==> config.mk <==
export PLATFORM = sky130hd
export DESIGN_NAME = demux_1x8_slot_sequencer_flat
export DESIGN_NICKNAME = d
export VERILOG_FILES = /design/src/rtl/demux_1x8_slot_sequencer_if.sv /design/src/rtl/demux_1x8_slot_sequencer.sv /design/src/flat_wrapper.sv
export SDC_FILE = /design/constraint.sdc
export NUM_CORES = 1
export LEC_CHECK = 0
export BUFFER_PORTS_ARGS = -buffer_cell sky130_fd_sc_hd__buf_4
export CAP_MARGIN = 40
export CORE_AREA = 2 2 83 53
export CTS_BUF_LIST = sky130_fd_sc_hd__clkbuf_8
export CTS_CLUSTER_SIZE = 16
export DETAILED_ROUTE_END_ITERATION = 8
export DIE_AREA = 0 0 85 55
export PLACE_DENSITY_LB_ADDON = 0.1
export SKIP_CTS_REPAIR_TIMING = 1
export SLEW_MARGIN = 0
export SYNTH_ARGS = -nofsm -noshare
export SYNTH_HDL_FRONTEND = slang
export SYNTH_SLANG_ARGS = --single-unit
==> constraint.sdc <==
create_clock -name clk -period 2.54 [get_ports clk]
set_input_delay 0.508 -clock clk [delete_from_list [all_inputs] [get_ports clk]]
set_output_delay 0.508 -clock clk [all_outputs]
set_load 0.01 [all_outputs]
==> src/rtl/demux_1x8_slot_sequencer_if.sv <==
// Frame handshake between an upstream producer and demux_1x8_slot_sequencer.
//   data_in    : 8-bit frame word, bit k goes to demux output y[k]
//   ch_mask    : channel enable mask, bit k=1 means channel k is visited
//   data_valid : producer has a frame (data_in/ch_mask stable while high)
//   data_ready : sequencer can accept a frame this cycle
// master = producer side, slave = sequencer side.
interface demux_1x8_slot_sequencer_if;
   logic [7:0] data_in;
   logic [7:0] ch_mask;
   logic       data_valid;
   logic       data_ready;

   modport master (
      output data_in,
      output ch_mask,
      output data_valid,
      input  data_ready
   );

   modport slave (
      input  data_in,
      input  ch_mask,
      input  data_valid,
      output data_ready
   );
endinterface

==> src/rtl/demux_1x8_slot_sequencer.sv <==
// Upstream driver for a 1x8 demux. Accepts an 8-bit frame word plus channel
// mask over a valid/ready handshake, then walks the 3-bit select through the
// enabled channels, driving one data bit per channel with en asserted for
// HOLD_CYCLES cycles each. An optional idle gap follows, then a one-cycle
// frame_done pulse.
// Ports:
//   clk        : rising-edge clock
//   rst        : synchronous reset, active-high
//   up         : frame handshake (slave side)
//   dmx_in     : demux data input
//   dmx_en     : demux enable
//   dmx_s      : demux select
//   busy       : frame in progress
//   frame_done : one-cycle pulse at the end of each frame
// All outputs are registered.
module demux_1x8_slot_sequencer #(
   parameter int HOLD_CYCLES = 1,   // 1..15
   parameter int GAP_CYCLES  = 0,   // 0..15
   parameter bit LSB_FIRST   = 1'b1
) (
   input  logic                             clk,
   input  logic                             rst,
   demux_1x8_slot_sequencer_if.slave        up,
   output logic                             dmx_in,
   output logic                             dmx_en,
   output logic [2:0]                       dmx_s,
   output logic                             busy,
   output logic                             frame_done
);

   typedef enum logic [1:0] {
      IDLE  = 2'd0,
      DRIVE = 2'd1,
      GAP   = 2'd2,
      DONE  = 2'd3
   } state_t;

   // Counters count down to zero, so they are loaded with length-1.
   localparam logic [3:0] HOLD_LOAD = 4'(HOLD_CYCLES - 1);
   localparam logic [3:0] GAP_LOAD  = 4'(GAP_CYCLES - 1);
   localparam bit         HAS_GAP   = (GAP_CYCLES > 0);

   state_t     state_reg, state_next;
   logic [7:0] data_reg,  data_next;
   logic [7:0] pend_reg,  pend_next;   // enabled channels not yet visited
   logic [2:0] ch_reg,    ch_next;
   logic [3:0] hold_reg,  hold_next;
   logic [3:0] gap_reg,   gap_next;

   logic       dmx_in_reg,     dmx_in_next;
   logic       dmx_en_reg,     dmx_en_next;
   logic [2:0] dmx_s_reg,      dmx_s_next;
   logic       busy_reg,       busy_next;
   logic       frame_done_reg, frame_done_next;
   logic       data_ready_reg, data_ready_next;

   logic [7:0] sel_onehot;

   // First channel in visiting order among the set bits of m. Working from a
   // pending-bit set (rather than incrementing an index) means the walk can
   // never wrap past bit 7 (or bit 0) and masked channels cost nothing.
   function automatic logic [2:0] pick_first(input logic [7:0] m);
      logic [2:0] idx;
      idx = 3'd0;
      if (LSB_FIRST) begin
         for (int i = 7; i >= 0; i--) begin
            if (m[i]) idx = 3'(i);
         end
      end else begin
         for (int i = 0; i < 8; i++) begin
            if (m[i]) idx = 3'(i);
         end
      end
      return idx;
   endfunction

   // ---------------- state register ----------------
   always_ff @(posedge clk) begin
      if (rst) begin
         state_reg <= IDLE;
         data_reg  <= 8'd0;
         pend_reg  <= 8'd0;
         ch_reg    <= 3'd0;
         hold_reg  <= 4'd0;
         gap_reg   <= 4'd0;
      end else begin
         state_reg <= state_next;
         data_reg  <= data_next;
         pend_reg  <= pend_next;
         ch_reg    <= ch_next;
         hold_reg  <= hold_next;
         gap_reg   <= gap_next;
      end
   end

   // ---------------- next-state logic ----------------
   always_comb begin
      logic [2:0] first_idx;
      state_next = state_reg;
      data_next  = data_reg;
      pend_next  = pend_reg;
      ch_next    = ch_reg;
      hold_next  = hold_reg;
      gap_next   = gap_reg;
      first_idx  = 3'd0;

      unique case (state_reg)
         IDLE: begin
            // data_ready is high exactly in IDLE, so valid alone means accept.
            if (up.data_valid) begin
               data_next = up.data_in;
               if (up.ch_mask != 8'd0) begin
                  first_idx  = pick_first(up.ch_mask);
                  ch_next    = first_idx;
                  pend_next  = up.ch_mask & ~(8'd1 << first_idx);
                  hold_next  = HOLD_LOAD;
                  state_next = DRIVE;
               end else if (HAS_GAP) begin
                  pend_next  = 8'd0;
                  gap_next   = GAP_LOAD;
                  state_next = GAP;
               end else begin
                  pend_next  = 8'd0;
                  state_next = DONE;
               end
            end
         end

         DRIVE: begin
            if (hold_reg != 4'd0) begin
               hold_next = hold_reg - 4'd1;
            end else if (pend_reg != 8'd0) begin
               first_idx = pick_first(pend_reg);
               ch_next   = first_idx;
               pend_next = pend_reg & ~(8'd1 << first_idx);
               hold_next = HOLD_LOAD;
            end else if (HAS_GAP) begin
               gap_next   = GAP_LOAD;
               state_next = GAP;
            end else begin
               state_next = DONE;
            end
         end

         GAP: begin
            if (gap_reg != 4'd0) begin
               gap_next = gap_reg - 4'd1;
            end else begin
               state_next = DONE;
            end
         end

         DONE: begin
            state_next = IDLE;
         end

         default: begin
            state_next = IDLE;
         end
      endcase
   end

   // Per-channel select decode of the channel about to be driven.
   generate
      for (genvar gi = 0; gi < 8; gi++) begin : g_sel
         assign sel_onehot[gi] = (ch_next == 3'(gi));
      end
   endgenerate

   // ---------------- output logic ----------------
   // Outputs are computed from the upcoming state so that, once registered,
   // they line up with the state they describe (first en one cycle after
   // accept).
   always_comb begin
      dmx_en_next     = (state_next == DRIVE);
      dmx_in_next     = (state_next == DRIVE) && ((sel_onehot & data_next) != 8'd0);
      dmx_s_next      = (state_next == DRIVE) ? ch_next : dmx_s_reg;
      busy_next       = (state_next != IDLE);
      frame_done_next = (state_next == DONE);
      data_ready_next = (state_next == IDLE);
   end

   always_ff @(posedge clk) begin
      if (rst) begin
         dmx_in_reg     <= 1'b0;
         dmx_en_reg     <= 1'b0;
         dmx_s_reg      <= 3'd0;
         busy_reg       <= 1'b0;
         frame_done_reg <= 1'b0;
         data_ready_reg <= 1'b1;
      end else begin
         dmx_in_reg     <= dmx_in_next;
         dmx_en_reg     <= dmx_en_next;
         dmx_s_reg      <= dmx_s_next;
         busy_reg       <= busy_next;
         frame_done_reg <= frame_done_next;
         data_ready_reg <= data_ready_next;
      end
   end

   assign dmx_in        = dmx_in_reg;
   assign dmx_en        = dmx_en_reg;
   assign dmx_s         = dmx_s_reg;
   assign busy          = busy_reg;
   assign frame_done    = frame_done_reg;
   assign up.data_ready = data_ready_reg;

endmodule

==> src/flat_wrapper.sv <==
// flat-port wrapper written by rule: the top's interface ports become plain ports
module demux_1x8_slot_sequencer_flat 
#(
   parameter int HOLD_CYCLES = 1,           
   parameter int GAP_CYCLES  = 0,           
   parameter bit LSB_FIRST   = 1'b1
)
  (clk, rst, dmx_in, dmx_en, dmx_s, busy, frame_done, up_data_in, up_ch_mask, up_data_valid, up_data_ready);
  demux_1x8_slot_sequencer_if up_i ();
  input  logic clk;
  input  logic rst;
  output logic dmx_in;
  output logic dmx_en;
  output logic [2:0] dmx_s;
  output logic busy;
  output logic frame_done;
  input wire logic [$bits(up_i.data_in)-1:0] up_data_in;
  input wire logic [$bits(up_i.ch_mask)-1:0] up_ch_mask;
  input wire logic [$bits(up_i.data_valid)-1:0] up_data_valid;
  output wire logic [$bits(up_i.data_ready)-1:0] up_data_ready;
  assign up_i.data_in = up_data_in;
  assign up_i.ch_mask = up_ch_mask;
  assign up_i.data_valid = up_data_valid;
  assign up_data_ready = up_i.data_ready;
  demux_1x8_slot_sequencer #(.HOLD_CYCLES(HOLD_CYCLES), .GAP_CYCLES(GAP_CYCLES), .LSB_FIRST(LSB_FIRST)) u_core (.clk(clk), .rst(rst), .up(up_i), .dmx_in(dmx_in), .dmx_en(dmx_en), .dmx_s(dmx_s), .busy(busy), .frame_done(frame_done));
endmodule
==> flow_summary_export.csv, run 1 <==
group,metric,value,unit
sta,rsz0062_at_grt,"false",
logic_synthesis,syn_inst,245,
floorplanning,dieArea,4680,sq um
sta,setup_tns,0,ns
layout,antennaDiodeCount,0,
setup_path,cpLargestDelayFamily,"compound AO/OA/AOI/OAI gates",
sta,max_slew.worst_pin.slew,0.666,ns
logic_synthesis,synth_area,2010,sq um
grt,grt_max_degree,31,
floorplanning,initial_core_util,50.9,%
setup_path,crit-reg2reg-launch,"u_core.hold_reg[0]",
sta,slew_violations,0,
clock_tree,cts_tree,"built",
clock_tree,htree_levels,2,
logic_synthesis,synth_cell_types,58,
setup_path,crit_buf_inv,1,
sta,period_share,92.1,%
clock_tree,path_clk_slew,0.08,ns
detailed_routing,drtIter0Drc,136,
floorplanning,die-height,55,um
setup_path,cp_cell_sequence,"buf_4 -> or4_1 -> o21a_1 -> o211ai_2 -> o211a_2 -> nor2_1 -> a221oi_2 -> a22oi_1 -> a21boi_1",
detailed_routing,drt-total-wl,4.50,mm
layout,mostFrequentLayoutCells,"buf_4 (46), dfxtp_1 (37), nor2_1 (33), nand2_1 (33), a21oi_1 (18)",
power_and_ir_drop,p_leak,1.02,nW
layout,fillers,358,
outcome,status,"finished, final reports clean",
sta,final-setup-viol-count,0,
place,dp_hpwl,3.41,mm
clock_tree,clk_latency,0.29,ns
layout,post-route-util,62.2,%
place,port_buffers,26,
setup_path,cp.depth,9,
sta,finalCriticalPeriod,2.34,ns
clock_tree,root_buffer,"clkbuf_8",
power_and_ir_drop,max-vdd-ir-drop,0.465,mV
setup_path,critPathSlowestCell,"or4_1",
hold_path,whs_path_depth,2,
setup_path,crit_fanout,7,
sta,finalClockSkew,0.0109,ns
logic_synthesis,synthesis.nets,267,
setup_path,cp.required,2.77,ns
detailed_routing,drt_first_pass_iters,4,
sta,fmax,427,MHz
logic_synthesis,yosysWarnings,0,
power_and_ir_drop,power_density,754,nW/um^2
run,maxCapViolCount,0,
layout,drive_above_1_share,24.1,%
grt,grt_pass1_vias,1613,
clock_tree,clk_path_buf_depth,2,
clock_tree,cts_sinks,37,
clock_tree,numCtsBuffers,5,
layout,layout_commonest_cell,"buf_4",
layout,synthToLayoutAreaGrowth,22.3,%
detailed_routing,routed_via_density,5.40,
setup_path,reg2reg_depth,10,
setup_path,critPathCaptureType,"flop",
place,gp_congestion,0.888,
logic_synthesis,synth.area.top_cells,"dfxtp_1 (37%), nand2_1 (6.2%), nor2_1 (6.2%)",
logic_synthesis,ys_seq_area_share,36.9,%
grt,grt_pass1_wl,7.61,mm
detailed_routing,wl_per_cell,13.4,um
logic_synthesis,synth_edf_count,0,
sta,relSlewSlack,55.4,%
layout,final_nets,307,
hold_path,hold_class,"reg2reg",
detailed_routing,vias,1816,
detailed_routing,route.detailed.drc,0,
grt,antenna_found_initial,0,
logic_synthesis,yosysTopAreaCell,"dfxtp_1",
floorplanning,die_x,85,um
floorplanning,core_area,3940,sq um
logic_synthesis,ys.flop_type,"dfxtp_1",
setup_path,start_kind,"primary input",
logic_synthesis,async_flop_share,0,%
grt,overflow,0,
floorplanning,rows,18,
detailed_routing,antenna_left,0,
setup_path,critPathMaxStageDelay,0.63,ns
grt,grtUsageTotal,21.1,%
sta,hold_viol,0,
hold_path,hp-start,"u_core.data_reg[3]",
logic_synthesis,ys_ff_latch,37,
setup_path,startpoint,"up_ch_mask[4]",
setup_path,criticalPathCategory,"in2reg",
setup_path,cp.arrival,2.57,ns
floorplanning,boundaryPins,27,
logic_synthesis,syn_area_per_cell,8.19,sq um
logic_synthesis,synth_top_area_share,36.9,%
[layout make-up]
| type | instances | area, sq um | area share (%) |
|---|---|---|---|
| Sequential cell | 37 | 741 | 30.2 |
| Tap cell | 50 | 62.6 | 2.55 |
| Clock buffer | 6 | 82.6 | 3.37 |
| Inverter | 9 | 33.8 | 1.38 |
| Multi-Input combinational cell | 186 | 1170 | 47.9 |
| Clock inverter | 2 | 13.8 | 0.561 |
| Timing Repair Buffer | 46 | 345 | 14.1 |
[synthesized netlist by cell type (all sizes together) (3+ instances only)]
cell type,number
dfxtp,37
nand2,33
nor2,33
a21oi,20
o21ai,10
inv,9
mux2i,8
nor3,8
clkbuf,7
o211ai,7
buf,6
a211oi,5
nand3,5
nor4,4
or4,4
xor2,4
ha,3
mux2,3
nor3b,3
o21a,3
or2,3
[cells by family (layout without fill, tap and decap cells)]
kind of cell	after synthesis	in the layout	synth area share, %
muxes	11	11	5.68
DFF	37	37	36.9
buffers and inverters	22	63	4.87
AOI/OAI and AO/OA	62	62	22.6
xor gates and xnor gates	6	6	2.62
and+or+nand+nor	104	104	25.5
adders and majority gates	3	3	1.87
[power by group]
part	switching, mW	internal (mW)	total, mW	leakage, nW
Combinational	0.365	0.324	0.689	0.668
Clock	0.217	0.220	0.436	0.0512
Sequential	0.0632	0.659	0.723	0.303
Total	0.645	1.20	1.85	1.02
[worst min-delay path, stage by stage (launching register included)]
cell     delay [ns]
dfxtp_1        0.31
nand2_1        0.05
a21oi_1        0.05
[metrics by stage]
stage / hold WS (ns) / instance area [sq um] / power, mW / worst slack (ns) / instances
3_5_place_dp: 0.446 / 2350 / 1.40 / -0.127 / 328
4_1_cts: 0.457 / 2450 / 1.85 / 0.187 / 336
5_1_grt: 0.470 / 2450 / 1.97 / 0.0335 / 336
3_3_place_gp: 0.446 / 2350 / 1.40 / -0.0585 / 328
6_report: 0.456 / 2450 / 1.85 / 0.201 / 336
2_1_floorplan: 0.436 / 2010 / 1.19 / 0.0431 / 245
[worst paths after layout]
kind,slack (ns),endpoint
worst max-delay path,0.20,u_core.dmx_in
worst max register to register,0.25,u_core.dmx_in
worst min-delay path,0.46,u_core.data_reg[3]
worst min register to register,0.46,u_core.data_reg[3]
[routing by layer]
layer	GRT usage, %	share of wire [%]	up-vias
met3	4.90	6.1	4
met1	31.9	55	811
met5	0	0	-
met2	29.7	39	50
met4	5.56	0.47	0
li1	-	-	951
Power figures use the tool's default switching activity.
==> inputs of run 2 (changes only) <==
--- a/config.mk
+++ b/config.mk
@@ -12,6 +12,7 @@
 export CTS_CLUSTER_SIZE = 16
 export DETAILED_ROUTE_END_ITERATION = 8
 export DIE_AREA = 0 0 85 55
+export MAX_ROUTING_LAYER = met4
 export PLACE_DENSITY_LB_ADDON = 0.1
 export SKIP_CTS_REPAIR_TIMING = 1
 export SLEW_MARGIN = 0
==> run 2 against run 1 <==
Against the previous run:
- fmax decreased by 0.67%
- critical path depth increased by 1
- final area increased by 1.7%
- sequential power about the same
- final cell count unchanged
- sequential share of layout area decreased by 0.50 points
- highest routed layer unchanged
==> flow_summary_export.csv, run 2 (synthesis results as in run 1) <==
group,metric,value,unit
hold_path,hold_class,"in2reg",
clock_tree,path_clk_slew,0.08,ns
sta,period_share,92.7,%
grt,antenna_found_initial,0,
sta,holdWs,0.458,ns
place,placed_area,2350,sq um
grt,busiest_layer,"met1",
clock_tree,numCtsBuffers,5,
setup_path,reg2reg_depth,10,
grt,met3_usage,5.64,%
power_and_ir_drop,p_comb_share,34.2,%
layout,drive_above_1_share,24.1,%
hold_path,hp-start,"up_data_in[0]",
floorplanning,die-height,55,um
power_and_ir_drop,power,2.05,mW
detailed_routing,wl_per_cell,14.3,um
setup_path,criticalPathCategory,"reg2reg",
layout,mostFrequentLayoutCells,"buf_4 (46), dfxtp_1 (37), nor2_1 (33), nand2_1 (33), a21oi_1 (18)",
setup_path,crit_fanout,5,
power_and_ir_drop,p_leak,1.04,nW
floorplanning,die_x,85,um
detailed_routing,route.detailed.drc,0,
detailed_routing,antenna_left,0,
grt,grt_pass1_vias,1620,
clock_tree,clk_path_buf_depth,2,
layout,multi_input_area,1170,sq um
layout,synthToLayoutAreaGrowth,24.3,%
clock_tree,cts_sinks,37,
sta,fmax,425,MHz
place,port_buffers,26,
detailed_routing,drtIter0Drc,187,
detailed_routing,vias,1879,
place,dp_hpwl,3.58,mm
floorplanning,dieArea,4680,sq um
place,gp_congestion,0.871,
grt,met1_usage,31.5,%
setup_path,r2r_end,"u_core.dmx_in",
power_and_ir_drop,p_sw_share,32.6,%
layout,fillers,359,
setup_path,cp.arrival,2.54,ns
layout,regArea,741,sq um
setup_path,start_kind,"flop",
layout,fin_area,2490,sq um
clock_tree,cts_tree,"built",
grt,grt_pass1_wl,7.71,mm
sta,slew_violations,0,
layout,fin_cells,336,
clock_tree,clk_latency,0.30,ns
sta,setup_tns,0,ns
floorplanning,rows,18,
hold_path,hold_end,"u_core.data_reg[0]",
power_and_ir_drop,sequentialPowerShare,35.3,%
run,maxCapViolCount,0,
setup_path,worst-r2r-setup-slack,0.19,ns
floorplanning,boundaryPins,27,
power_and_ir_drop,p_int,1.38,mW
layout,layout_commonest_cell,"buf_4",
grt,grtUsageTotal,22.2,%
clock_tree,root_buffer,"clkbuf_8",
grt,overflow,0,
clock_tree,htree_levels,2,
layout,final_nets,307,
setup_path,crit-reg2reg-launch,"u_core.hold_reg[0]",
power_and_ir_drop,switching_power,667,uW
floorplanning,initial_core_util,50.9,%
detailed_routing,drt-total-wl,4.81,mm
sta,max_slew.worst_pin.slew,0.718,ns
grt,grt_max_degree,31,
setup_path,critPathCaptureType,"flop",
place,dp.cells,328,
power_and_ir_drop,power_density,821,nW/um^2
sta,relSlewSlack,52.0,%
grt,grt_use_met2,30.5,%
sta,finalClockSkew,0.00380,ns
power_and_ir_drop,max-vdd-ir-drop,0.469,mV
sta,rsz0062_at_grt,"false",
detailed_routing,routed_via_density,5.59,
floorplanning,core_area,3940,sq um
sta,hold_viol,0,
outcome,status,"finished, final reports clean",
setup_path,cp.required,2.73,ns
layout,antennaDiodeCount,0,
hold_path,whs_path_depth,3,
power_and_ir_drop,clockPowerShare,30.5,%
detailed_routing,drt_first_pass_iters,4,
sta,finalCriticalPeriod,2.35,ns
sta,final-setup-viol-count,0,
## run 2: layout make-up
| type | instances | share of cell area (%) |
|---|---|---|
| clock buffers | 5 | 2.76 |
| well taps | 50 | 2.51 |
| multi-input cells | 186 | 47.1 |
| inverters | 9 | 1.35 |
| flip-flops and latches | 37 | 29.7 |
| repair buffers | 46 | 13.8 |
| clock inverters | 3 | 2.76 |
## run 2: metal layers
metal | wire, um | part of all wire (%) | vias up
li1 | - | - | 943
met1 | 2510 | 52 | 861
met2 | 1920 | 40 | 66
met3 | 340 | 7.1 | 9
met4 | 44 | 0.91 | 0
met5 | 0 | 0 | -
## run 2: power groups by stage
stage | Sequential [mW] | Clock (mW) | Combinational, mW
floorplan | 0.730 | 0 | 0.465
global placement | 0.731 | 0 | 0.673
detailed placement | 0.732 | 0 | 0.682
CTS | 0.719 | 0.634 | 0.688
global route | 0.733 | 0.659 | 0.779
finish | 0.722 | 0.623 | 0.701
## run 2: worst max-delay path: stages (launching register included)
cell and delay, ns:
dfxtp_1 0.34, inv_1 0.09, ha_1 0.15, nor3b_4 0.29, nand2_1 0.09, a21o_1 0.21
a21oi_4 0.19, mux2_1 0.34, o221a_2 0.29, a22oi_1 0.16, a21boi_1 0.08
## run 2: worst max path at each step
| stage | end | from | slack [ns] | cells after the start |
|---|---|---|---|---|
| floorplan | u_core.dmx_in | up_ch_mask[4] | 0.04 | 9 |
| global placement | u_core.dmx_in | up_ch_mask[0] | -0.02 | 9 |
| detailed placement | u_core.dmx_in | up_ch_mask[0] | -0.10 | 9 |
| CTS | u_core.dmx_in | u_core.hold_reg[0] | 0.13 | 10 |
| global route | u_core.dmx_in | u_core.hold_reg[0] | 0.006 | 10 |
| finish | u_core.dmx_in | u_core.hold_reg[0] | 0.19 | 10 |
## run 2: through the flow
stage	setup WS [ns]	utilization, %
finish	0.185	63.3
global placement	-0.0241	59.6
detailed placement	-0.104	59.6
floorplan	0.0431	-
CTS	0.134	63.1
global route	0.00569	63.3
